`config.mk`:
```
export PLATFORM = sky130hd
export DESIGN_NAME = cam_alloc_controller
export DESIGN_NICKNAME = d
export VERILOG_FILES = /design/src/rtl/cam_alloc_controller.sv
export SDC_FILE = /design/constraint.sdc
export NUM_CORES = 1
export LEC_CHECK = 0
export ABC_AREA = 0
export BUFFER_PORTS_ARGS = -buffer_cell sky130_fd_sc_hd__clkbuf_2
export CORE_AREA = 2 2 86 88
export CTS_CLUSTER_DIAMETER = 60
export DETAILED_ROUTE_END_ITERATION = 16
export DIE_AREA = 0 0 88 90
export SLEW_MARGIN = 20
export SYNTH_ARGS = -nofsm -noshare
export SYNTH_HDL_FRONTEND = slang
export SYNTH_SLANG_ARGS = --single-unit
```
`constraint.sdc`:
```
create_clock -name clk_in -period 2 [get_ports clk_in]
set_input_delay 0.2 -clock clk_in [delete_from_list [all_inputs] [get_ports clk_in]]
set_output_delay 0.2 -clock clk_in [all_outputs]
set_load 0.05 [all_outputs]
```
`src/rtl/cam_alloc_controller.sv`:
```
// Lookup-or-allocate tag tracker around a CAM-capable register file.
// Optional CAM_ALLOC_STATS_EN adds saturating hit/alloc/full counters.
module tri_port_regfile #(
    parameter int SINGLE_ENTRY_SIZE_IN_BITS = 8,
    parameter int NUM_ENTRY = 4
) (
    input  logic                                 clk_in,
    input  logic                                 reset_in,
    input  logic                                 read_en_in,
    input  logic [NUM_ENTRY-1:0]                 read_entry_addr_decoded_in,
    output logic [SINGLE_ENTRY_SIZE_IN_BITS-1:0] read_entry_out,
    input  logic                                 write_en_in,
    input  logic [NUM_ENTRY-1:0]                 write_entry_addr_decoded_in,
    input  logic [SINGLE_ENTRY_SIZE_IN_BITS-1:0] write_entry_in,
    input  logic                                 cam_en_in,
    input  logic [SINGLE_ENTRY_SIZE_IN_BITS-1:0] cam_entry_in,
    output logic [NUM_ENTRY-1:0]                 cam_result_decoded_out
);
    logic [NUM_ENTRY-1:0][SINGLE_ENTRY_SIZE_IN_BITS-1:0] mem;
    logic [SINGLE_ENTRY_SIZE_IN_BITS-1:0] rd_mux;
    logic [NUM_ENTRY-1:0] match;

    always_comb begin
        rd_mux = '0;
        match  = '0;
        for (int i = 0; i < NUM_ENTRY; i++) begin
            if (read_entry_addr_decoded_in[i]) rd_mux = rd_mux | mem[i];
            match[i] = (mem[i] == cam_entry_in);
        end
    end

    always_ff @(posedge clk_in) begin
        if (reset_in) begin
            mem                    <= '0;
            read_entry_out         <= '0;
            cam_result_decoded_out <= '0;
        end else begin
            for (int i = 0; i < NUM_ENTRY; i++) begin
                if (write_en_in && write_entry_addr_decoded_in[i]) mem[i] <= write_entry_in;
            end
            if (read_en_in) read_entry_out <= rd_mux;
            if (cam_en_in) cam_result_decoded_out <= match;
        end
    end
endmodule

module cam_alloc_controller #(
    parameter int SINGLE_ENTRY_SIZE_IN_BITS = 8,
    parameter int NUM_ENTRY = 4,
    localparam int IDX_W = $clog2(NUM_ENTRY)
) (
    input  logic                                 clk_in,
    input  logic                                 reset_in,
    input  logic                                 req_valid_in,
    output logic                                 req_ready_out,
    input  logic [SINGLE_ENTRY_SIZE_IN_BITS-1:0] req_key_in,
    output logic                                 resp_valid_out,
    input  logic                                 resp_ready_in,
    output logic [IDX_W-1:0]                     resp_index_out,
    output logic                                 resp_hit_out,
    output logic                                 resp_alloc_out,
    output logic                                 resp_full_out,
    input  logic                                 release_valid_in,
    input  logic [IDX_W-1:0]                     release_index_in,
`ifdef CAM_ALLOC_STATS_EN
    output logic [31:0]                          stat_hit_out,
    output logic [31:0]                          stat_alloc_out,
    output logic [31:0]                          stat_full_out,
`endif
    output logic [NUM_ENTRY-1:0]                 valid_vec_out,
    output logic [IDX_W:0]                       count_out
);
    localparam logic [1:0] IDLE    = 2'd0;
    localparam logic [1:0] LOOKUP  = 2'd1;
    localparam logic [1:0] RESOLVE = 2'd2;
    localparam logic [1:0] RESP    = 2'd3;

    logic [1:0] state;
    logic [SINGLE_ENTRY_SIZE_IN_BITS-1:0] key;
    logic [NUM_ENTRY-1:0] valid_vec, rel_dec, eff_valid;
    logic [NUM_ENTRY-1:0] cam_hits, hit_vec, wr_dec;
    logic [IDX_W-1:0] hit_idx, free_idx;
    logic any_hit, any_free, write_en;
    logic [IDX_W:0] count;
    logic [SINGLE_ENTRY_SIZE_IN_BITS-1:0] unused_read_data;

    tri_port_regfile #(
        .SINGLE_ENTRY_SIZE_IN_BITS(SINGLE_ENTRY_SIZE_IN_BITS),
        .NUM_ENTRY(NUM_ENTRY)
    ) regfile (
        .clk_in(clk_in),
        .reset_in(reset_in),
        .read_en_in(1'b0),
        .read_entry_addr_decoded_in('0),
        .read_entry_out(unused_read_data),
        .write_en_in(write_en),
        .write_entry_addr_decoded_in(wr_dec),
        .write_entry_in(key),
        .cam_en_in(state == LOOKUP),
        .cam_entry_in(key),
        .cam_result_decoded_out(cam_hits)
    );

    // Entries being released this cycle are treated as already free.
    always_comb begin
        rel_dec = '0;
        if (release_valid_in) rel_dec[release_index_in] = 1'b1;
        eff_valid = valid_vec & ~rel_dec;
        hit_vec   = cam_hits & eff_valid;
        any_hit   = |hit_vec;
        any_free  = ~&eff_valid;
        hit_idx   = '0;
        free_idx  = '0;
        for (int i = NUM_ENTRY - 1; i >= 0; i--) begin
            if (hit_vec[i]) hit_idx = IDX_W'(i);
            if (!eff_valid[i]) free_idx = IDX_W'(i);
        end
        write_en = (state == RESOLVE) && !any_hit && any_free;
        wr_dec = '0;
        if (write_en) wr_dec[free_idx] = 1'b1;
    end

    always_comb begin
        count = '0;
        for (int i = 0; i < NUM_ENTRY; i++) count = count + (IDX_W+1)'(valid_vec[i]);
    end

    // OR-ing the allocation after the release mask lets allocation win.
    always_ff @(posedge clk_in) begin
        if (reset_in) valid_vec <= '0;
        else          valid_vec <= eff_valid | wr_dec;
    end

    always_ff @(posedge clk_in) begin
        if (reset_in) begin
            state          <= IDLE;
            key            <= '0;
            resp_index_out <= '0;
            resp_hit_out   <= 1'b0;
            resp_alloc_out <= 1'b0;
            resp_full_out  <= 1'b0;
        end else begin
            case (state)
                IDLE: begin
                    if (req_valid_in) begin
                        key   <= req_key_in;
                        state <= LOOKUP;
                    end
                end
                LOOKUP: state <= RESOLVE;
                RESOLVE: begin
                    resp_hit_out   <= any_hit;
                    resp_alloc_out <= !any_hit && any_free;
                    resp_full_out  <= !any_hit && !any_free;
                    resp_index_out <= any_hit ? hit_idx : (any_free ? free_idx : '0);
                    state          <= RESP;
                end
                RESP: if (resp_ready_in) state <= IDLE;
                default: state <= IDLE;
            endcase
        end
    end

`ifdef CAM_ALLOC_STATS_EN
    logic accept;
    assign accept = (state == RESP) && resp_ready_in;

    always_ff @(posedge clk_in) begin
        if (reset_in) begin
            stat_hit_out   <= '0;
            stat_alloc_out <= '0;
            stat_full_out  <= '0;
        end else if (accept) begin
            if (resp_hit_out && stat_hit_out != '1) stat_hit_out <= stat_hit_out + 32'd1;
            if (resp_alloc_out && stat_alloc_out != '1) stat_alloc_out <= stat_alloc_out + 32'd1;
            if (resp_full_out && stat_full_out != '1) stat_full_out <= stat_full_out + 32'd1;
        end
    end
`endif

    assign req_ready_out  = (state == IDLE);
    assign resp_valid_out = (state == RESP);
    assign valid_vec_out  = valid_vec;
    assign count_out      = count;
endmodule
```
Yosys cells after proc, flatten, opt, wreduce, memory -nomap -nowiden:

Cells that the tools add are included.

* register bits after elaboration: 55
* bits of input ports: 15

* $add $sub $neg: 3
* order comparisons: 4
* equality and inequality tests: 9
* multiplexer cells: 19
* bitwise gates (word level): 4
* reduce and logical (&&, ||, !) cells: 17

Operator list (count)
* 8-bit equality test: 4
* 2-bit two-way mux: 12
* 1-bit logical AND: 10
* 4-bit bitwise AND: 2
* 4-bit two-way mux: 2
* 2-bit case mux with 4 select lines: 1
* 2-bit by 3-bit less-than comparator with 1-bit output (second input constant): 2
* 1-bit demux with 2-bit select: 2
* 2-bit equality test (second input constant): 2
* 2-bit by 1-bit greater-or-equal comparator with 1-bit output (second input constant): 2
* 4-bit inverter: 1
* 4-bit bitwise OR: 1
* 2-bit AND reduction: 2
* 4-bit AND reduction: 1
* 4-bit OR reduction: 1
* 2-bit by 1-bit adder with 3-bit output: 1
* 3-bit by 1-bit adder with 3-bit output: 1
* 1-bit by 1-bit adder with 2-bit output: 1
* 2-bit by 1-bit equality test with 1-bit output (second input constant): 1
* 1-bit zero test: 2
* 2-bit zero test: 1
* 1-bit two-way mux: 2
* 2-bit by 1-bit != test with 1-bit output (second input constant): 1
* 2-bit != test (second input constant): 1

Depth between registers and ports, before layout:

Gate-level depths: netlist of the first run.

* word-level depth: 17
* gate-level depth with buffers: 7
* gate-level depth less buffers: 6

Modules after synthesis:

Synthesis of the first run repeated with hierarchy kept, for this count alone.

* cell total of the unflattened synthesis: 373
* area, all modules: 3096.7 µm²

By module, submodules not included
* tri_port_regfile: times used 1, cells an instance 245, area an instance 2043.2 µm², sequential area each 880.8 µm²
* cam_alloc_controller: times used 1, cells an instance 128, area an instance 1053.5 µm², sequential area each 380.4 µm²

Worst setup path before layout of the first run:

No wires, ideal clock.

* kind: flip-flop to output port
* from: register valid_vec[0], in the netlist valid_vec_out[0]
* to: output port count_out[1]
* arrival time: 2.105 ns
* slack: -0.305 ns
* stages on the path, launching flop included: 6
* path buffers: 0
* path through: dfxtp_1 -> inv_1 -> fa_1 -> inv_1 -> ha_1 -> ha_1

* longest elaborated chain between the ends: 3

Ends and longest elaborated chain
* start: declaration: RTL line 80 `logic [NUM_ENTRY-1:0] valid_vec, rel_dec, eff_valid;`
* start signal: assignment: RTL line 131 `else valid_vec <= eff_valid | wr_dec;`
* 1-bit by 1-bit adder with 2-bit output: RTL line 125 `for (int i = 0; i < NUM_ENTRY; i++) count = count + (IDX_W+1)'(valid_vec[i]);`
* 2-bit by 1-bit adder with 3-bit output: RTL line 125
* 3-bit by 1-bit adder with 3-bit output: RTL line 125
* end: declaration: RTL line 71 `output logic [IDX_W:0] count_out`

Every way passes these cells.

Worst setup path after layout of the first run:

Same ends and word-level chain as after synthesis.

==> metrics.yaml, run 1 <==
status:
  status: "complete, but fails checks"
  violations: "negative setup slack"
pwr:
  power_frac_comb_pct: 33.0
  leakagePower_nw: 1.531
  powerDensity_nw_per_um2: 986.1
  ir_drop_v: 0.0006596
  p_int_mw: 1.991
  p_seq_share_pct: 43.1
  pwr-share-clk_pct: 23.8
  p_sw_mw: 1.154
  sw_frac_of_total_pct: 36.70
cells_and_area:
  finalNetCount: 352
  final_cell_area_um2: 3189
  stdcell_count: 430
  regArea_um2: 1110
  finish.utilization_pct: 45.43
  final_cell_mix: "dfxtp_1, mux2i_1, xor2_1"
  multi_input_comb_area_um2: 1524
  synthToLayoutAreaGrowth_pct: 16.93
  drive_above_1_share_pct: 18.73
  antennaDiodeCount: 0
  n_fill_cell: 707
  layout_commonest_cell: "dfxtp_1"
sta:
  worst_pin_slew_ns: 0.6784
  rsz0062_at_grt: "yes"
  hold_viol: 0
  worst_slack_ns: -0.04735
  hold_slack_ns: 0.1107
  skew_ns: 0.008311
  setup_viol: 1
  finalCritPeriodShare_pct: 102.4
  finalMaxSlewViolations: 0
  max_freq_mhz: 488.4
  max_slew_margin_pct: 54.78
  fin_crit_ns: 2.047
cts:
  htreeDepth: 2
  cts_buffer_depth: 2
  cts_root_buf: "clkbuf_8"
  postCtsHoldBufs: 0
  clk_latency_ns: 0.31
  clock_sinks: 55
  path_clk_slew_ns: 0.10
  cts_tree: "done"
  cts_buffers: 5
global_route:
  overflow: 0
  grt_usage_pct: 14.20
  grt_pass1_vias: 1939
  grt_pass1_wl_mm: 9.087
  antenna_found_initial: 0
  grt_max_degree: 40
critical_path:
  worst-path-max-fanout: 2
  cp.arrival_ns: 1.85
  cp-endpoint: "count_out[1]"
  r2r_cells: 7
  end_kind: "primary output"
  r2r-end: "regfile.mem[23]"
  required_ns: 1.80
  cp-start-kind: "flop"
  r2r-start: "state[0]"
  crit_start: "valid_vec_out[0]"
  worstSetupPathType: "reg -> out"
  r2r_setup_slack_ns: 0.22
synthesis:
  seq_area_frac_synth_pct: 40.37
  synth_nets: 324
  postSynthCellCount: 302
  syn_area_um2: 2728
  ys_ff_latch: 55
  syn_area_per_cell_um2: 9.032
  synth.distinct_cells: 36
  yosysWarnings: 0
routing:
  ant_nets: 0
  drt_iter0_drc: 122
  first_pass_iters: 4
  met2_length_mm: 2.598
  viasPerCell: 4.763
  wl_met3_um: 167
  drc: 0
  met1_length_mm: 2.655
  highest_layer: "met4"
  routedWlPerCell_um: 12.75
  vias: 2048
  wl_mm: 5.481
place:
  gp_congestion: 0.8608
  post_dp_cell_area_um2: 2998
  io_buffers: 28
  placed_cells_incl_taps: 420
  dpl.hpwl_mm: 4.024
die:
  io-pin-count: 29
  num_rows: 31
  coreArea_um2: 7020
  fp.dieH_um: 90
  die_w_um: 88
  initial_core_util_pct: 38.85
  dieArea_um2: 7920
min_path:
  hp-start: "req_key_in[4]"
  hold_class: "in -> reg"
run:
  timing.max_cap.violations: 0
flip-flops by register name, summed over array words and instances, names as in the netlist:
register	cells
resp_index_out	2
resp_hit_out	1
valid_vec_out	4
state	2
resp_full_out	1
resp_alloc_out	1
regfile.mem	32
key	8
regfile.cam_result_decoded_out	4
power by group through the flow:
stage	Sequential (mW)	Combinational, mW	Clock [mW]
finish	1.36	1.04	0.749
CTS	1.36	1.04	0.775
detailed placement	1.39	1.02	0
global route	1.38	1.15	0.816
floorplan	1.37	0.775	0
global placement	1.39	1.01	0
worst min-delay path by stage:
| stage | to | slack (ns) | cells after the start |
|---|---|---|---|
| global route | key[5] | 0.12 | 3 |
| floorplan | key[0] | 0.35 | 2 |
| finish | key[4] | 0.11 | 3 |
| global placement | key[0] | 0.44 | 3 |
| CTS | key[4] | 0.10 | 3 |
| detailed placement | key[0] | 0.45 | 3 |
cell families (layout without fill, tap and decap cells):
logic type | Yosys count | in the layout | share of synthesized area, %
mux | 33 | 33 | 12.11
compound gates | 33 | 33 | 7.615
simple gates | 109 | 110 | 20.87
buf+inv | 33 | 61 | 5.275
xor+xnor | 32 | 32 | 10.28
fa+ha+maj | 7 | 7 | 3.486
flops | 55 | 55 | 40.37
final cells by class:
cell class                 instances  area share, %
tap                               99          3.884
clock buffer                       5          2.158
clock inverter                     3          1.491
inverter                          12          1.412
sequential                        55          34.80
timing repair buffer              41          8.474
multi-input combinational        215          47.78
through the flow:
stage	TNS [ns]	total power [mW]	setup slack, ns
after global placement	0	2.395	0.09577
final	-0.04735	3.145	-0.04735
after global routing	-0.1159	3.342	-0.1159
after CTS	-0.06464	3.175	-0.06464
after detailed placement	0	2.407	0.06932
after floorplan	0	2.150	0.01454
worst max-delay path, cell delays in order, from the launching register on:
cell and delay [ns]:
dfxtp_4 0.36, inv_2 0.04, fa_1 0.52, inv_1 0.04, ha_2 0.17, ha_4 0.26, clkbuf_16 0.15
layer usage:
metal / global-route usage, % / vias up
met1: 20.30 / 941
met5: 0 / -
met3: 2.204 / 4
met2: 21.91 / 29
li1: - / 1074
met4: 4.231 / 0
cell usage after synthesis, drive strengths merged:
cell type,n,area share (%)
xor2,32,10
and3b,1,0.32
clkbuf,16,2.2
a211oi,1,0.46
nor2,27,3.7
nor3,4,0.73
and3,2,0.46
mux2i,33,12
buf,5,1.4
ha,6,2.8
and2,2,0.46
nand3b,1,0.28
a21boi,1,0.28
nor3b,1,0.46
or4b,1,0.50
inv,12,1.7
nand2,15,2.1
dfxtp,55,40
a32oi,2,0.64
nand2b,29,6.7
o32a,1,0.37
o21ai,4,0.73
o2111ai,1,0.32
a2111oi,1,0.32
a21oi,18,3.3
nor2b,2,0.46
o21bai,2,0.55
a311oi,1,0.32
fa,1,0.73
nor4,8,1.8
nand3,16,2.9
o221ai,1,0.32
repair_timing:
item	in CTS	in global routing
endpoints found under the setup margin	3	18
cloned	0	1
resized for setup	9	6
setup buffers	1	0
pin swaps	1	1
(Power assumes the default switching activity.)
==> inputs of run 2 (changes only) <==
- BUFFER_PORTS_ARGS: -buffer_cell sky130_fd_sc_hd__clkbuf_2 -> -buffer_cell sky130_fd_sc_hd__buf_4
- SKIP_LAST_GASP: unset -> 1
==> run 2 against run 1 <==
Net effect: the run still ends with negative setup slack left; clock skew about the same; clock-buffer cell count unchanged; global-route usage down 0.18 points; critical path depth unchanged; design area down 0.12%; sequential power about the same; sequential cell count unchanged; setup slack better by 0.038 ns; maximum frequency up 1.9%; clock power down 16%; core utilization down 0.053 points; die area unchanged; highest routed layer unchanged.
==> metrics.yaml, run 2 (synthesized netlist as in run 1, its figures left out) <==
status:
  status: "complete, but fails checks"
  violations: "negative setup slack"
die:
  coreArea_um2: 7020  # unchanged
  die_w_um: 88  # unchanged
  dieArea_um2: 7920  # unchanged
  num_rows: 31  # unchanged
  fp.dieH_um: 90  # unchanged
  io-pin-count: 29  # unchanged
  initial_core_util_pct: 38.85  # unchanged
place:
  gp_congestion: 0.8792  # +2.1%
  placed_cells_incl_taps: 415  # -1.2%
  dpl.hpwl_mm: 3.938  # -2.1%
  io_buffers: 28  # unchanged
critical_path:
  cp-start-kind: "flop"
  r2r-start: "valid_vec_out[2]"
  worstSetupPathType: "reg -> out"
  worst-path-max-fanout: 2  # unchanged
  r2r_cells: 5  # -2
  crit_start: "valid_vec_out[3]"
  cp.arrival_ns: 1.81  # -0.04 ns
  required_ns: 1.80  # about the same
  end_kind: "primary output"
min_path:
  hp-start: "req_key_in[5]"
  whs_path_depth: 3  # unchanged
  hold_class: "in -> reg"
sta:
  finalMaxSlewViolations: 0  # unchanged
  worst_pin_slew_ns: 0.5753  # -0.1031 ns
  setup_viol: 1  # unchanged
  hold_viol: 0  # unchanged
  hold_slack_ns: 0.1360  # +0.02533 ns
  max_slew_margin_pct: 61.65  # +6.9 points
  max_freq_mhz: 497.6  # +1.9%
  rsz0062_at_grt: "yes"
  tns_ns: -0.009625  # +0.03773 ns
  worst_slack_ns: -0.009625  # +0.03773 ns
  finalCritPeriodShare_pct: 100.5  # -1.9 points
  fin_crit_ns: 2.010  # -0.03773 ns
  skew_ns: 0.008563  # +0.0002522 ns
routing:
  drt_iter0_drc: 127  # +4.1%
  first_pass_iters: 4  # unchanged
  vias: 2062  # +0.68%
  wl_mm: 5.438  # -0.78%
  viasPerCell: 4.840  # +1.6%
  ant_nets: 0  # unchanged
  drc: 0  # unchanged
  routedWlPerCell_um: 12.77  # +0.15%
run:
  timing.max_cap.violations: 0  # unchanged
cells_and_area:
  final_cell_mix: "dfxtp_1, buf_4, mux2i_1"
  synthToLayoutAreaGrowth_pct: 16.79
  antennaDiodeCount: 0  # unchanged
  multi_input_comb_area_um2: 1530  # +0.41%
  regArea_um2: 1110  # unchanged
  finish.utilization_pct: 45.38  # -0.053 points
  n_fill_cell: 696  # -1.6%
  drive_above_1_share_pct: 18.35  # -0.38 points
  stdcell_count: 426  # -0.93%
  largest_register_ffs: 32  # unchanged
  layout_commonest_cell: "dfxtp_1"
  largest_register: "regfile.mem"
  top_regs: "regfile.mem x32, key x8"
  finalNetCount: 348  # -1.1%
global_route:
  grt_usage_pct: 14.02  # -0.18 points
  grt_pass1_vias: 1858  # -4.2%
  overflow: 0  # unchanged
  antenna_found_initial: 0  # unchanged
  grt_pass1_wl_mm: 8.832  # -2.8%
  grt_max_degree: 64  # +60%
cts:
  postCtsHoldBufs: 0  # unchanged
  cts_tree: "done"
  cts_buffers: 5  # unchanged
  htreeDepth: 2  # unchanged
  cts_root_buf: "clkbuf_8"
  clk_latency_ns: 0.31  # about the same
  cts_buffer_depth: 2  # unchanged
  path_clk_slew_ns: 0.10  # about the same
  clock_sinks: 55  # unchanged
pwr:
  p_seq_share_pct: 44.3  # +1.2 points
  powerDensity_nw_per_um2: 963.6  # -2.3%
  total_power_mw: 3.070  # -2.4%
  p_sw_mw: 1.177  # +2.0%
  p_int_mw: 1.892  # -4.9%
  leakagePower_nw: 1.513  # -1.1%
  ir_drop_v: 0.0007675  # +16%
  pwr-share-clk_pct: 20.5  # -3.3 points
  sw_frac_of_total_pct: 38.35  # +1.7 points
  power_frac_comb_pct: 35.2  # +2.2 points
## run 2: what timing repair did
| item | 4_1_cts | 5_1_grt |
|---|---|---|
| endpoints found under the setup margin | 2 | 9 |
| gates cloned | 0 | 1 |
| resized for setup | 7 | 3 |
| setup buffers | 2 | 0 |
| pin swaps | 2 | 1 |
## run 2: power by group through the flow
stage | Combinational [mW] | Clock [mW] | Sequential, mW
after CTS | 1.08 | 0.657 | 1.36
after floorplan | 0.775 | 0 | 1.37
final | 1.08 | 0.630 | 1.36
after global placement | 1.05 | 0 | 1.39
after detailed placement | 1.06 | 0 | 1.39
after global routing | 1.20 | 0.690 | 1.38
## run 2: per-layer routing
metal | vias up | track usage, % | share of wire, %
met5 | - | 0 | 0
met4 | 0 | 4.615 | 1.5
met3 | 6 | 2.755 | 3.8
met2 | 40 | 20.96 | 46
met1 | 954 | 20.09 | 49
li1 | 1062 | - | -
## run 2: area by class of cell
type	instances	area share, %
clock inverter	3	0.7070
sequential	55	34.84
clock buffer	5	2.160
inverter	12	1.414
tap	99	3.888
timing repair buffer	37	8.955
multi-input combinational	215	48.04
## run 2: final timing paths
path	to	slack, ns
setup / recovery	count_out[1]	-0.01
hold / removal	key[5]	0.14
setup reg to reg	regfile.mem[25]	0.01
hold reg to reg	regfile.cam_result_decoded_out[0]	0.49
## run 2: metrics by stage
step	worst slack, ns	instance area (um^2)
2_1_floorplan	0.01454	2736
3_3_place_gp	0.1357	3030
3_5_place_dp	0.09436	3030
4_1_cts	-0.04504	3159
5_1_grt	-0.07721	3186
6_report	-0.009625	3186
## run 2: critical path: stages, from the launching register on
cell     delay (ns)
dfxtp_2        0.34
inv_2          0.04
fa_1           0.54
inv_2          0.04
ha_4           0.15
ha_4           0.26
buf_8          0.13
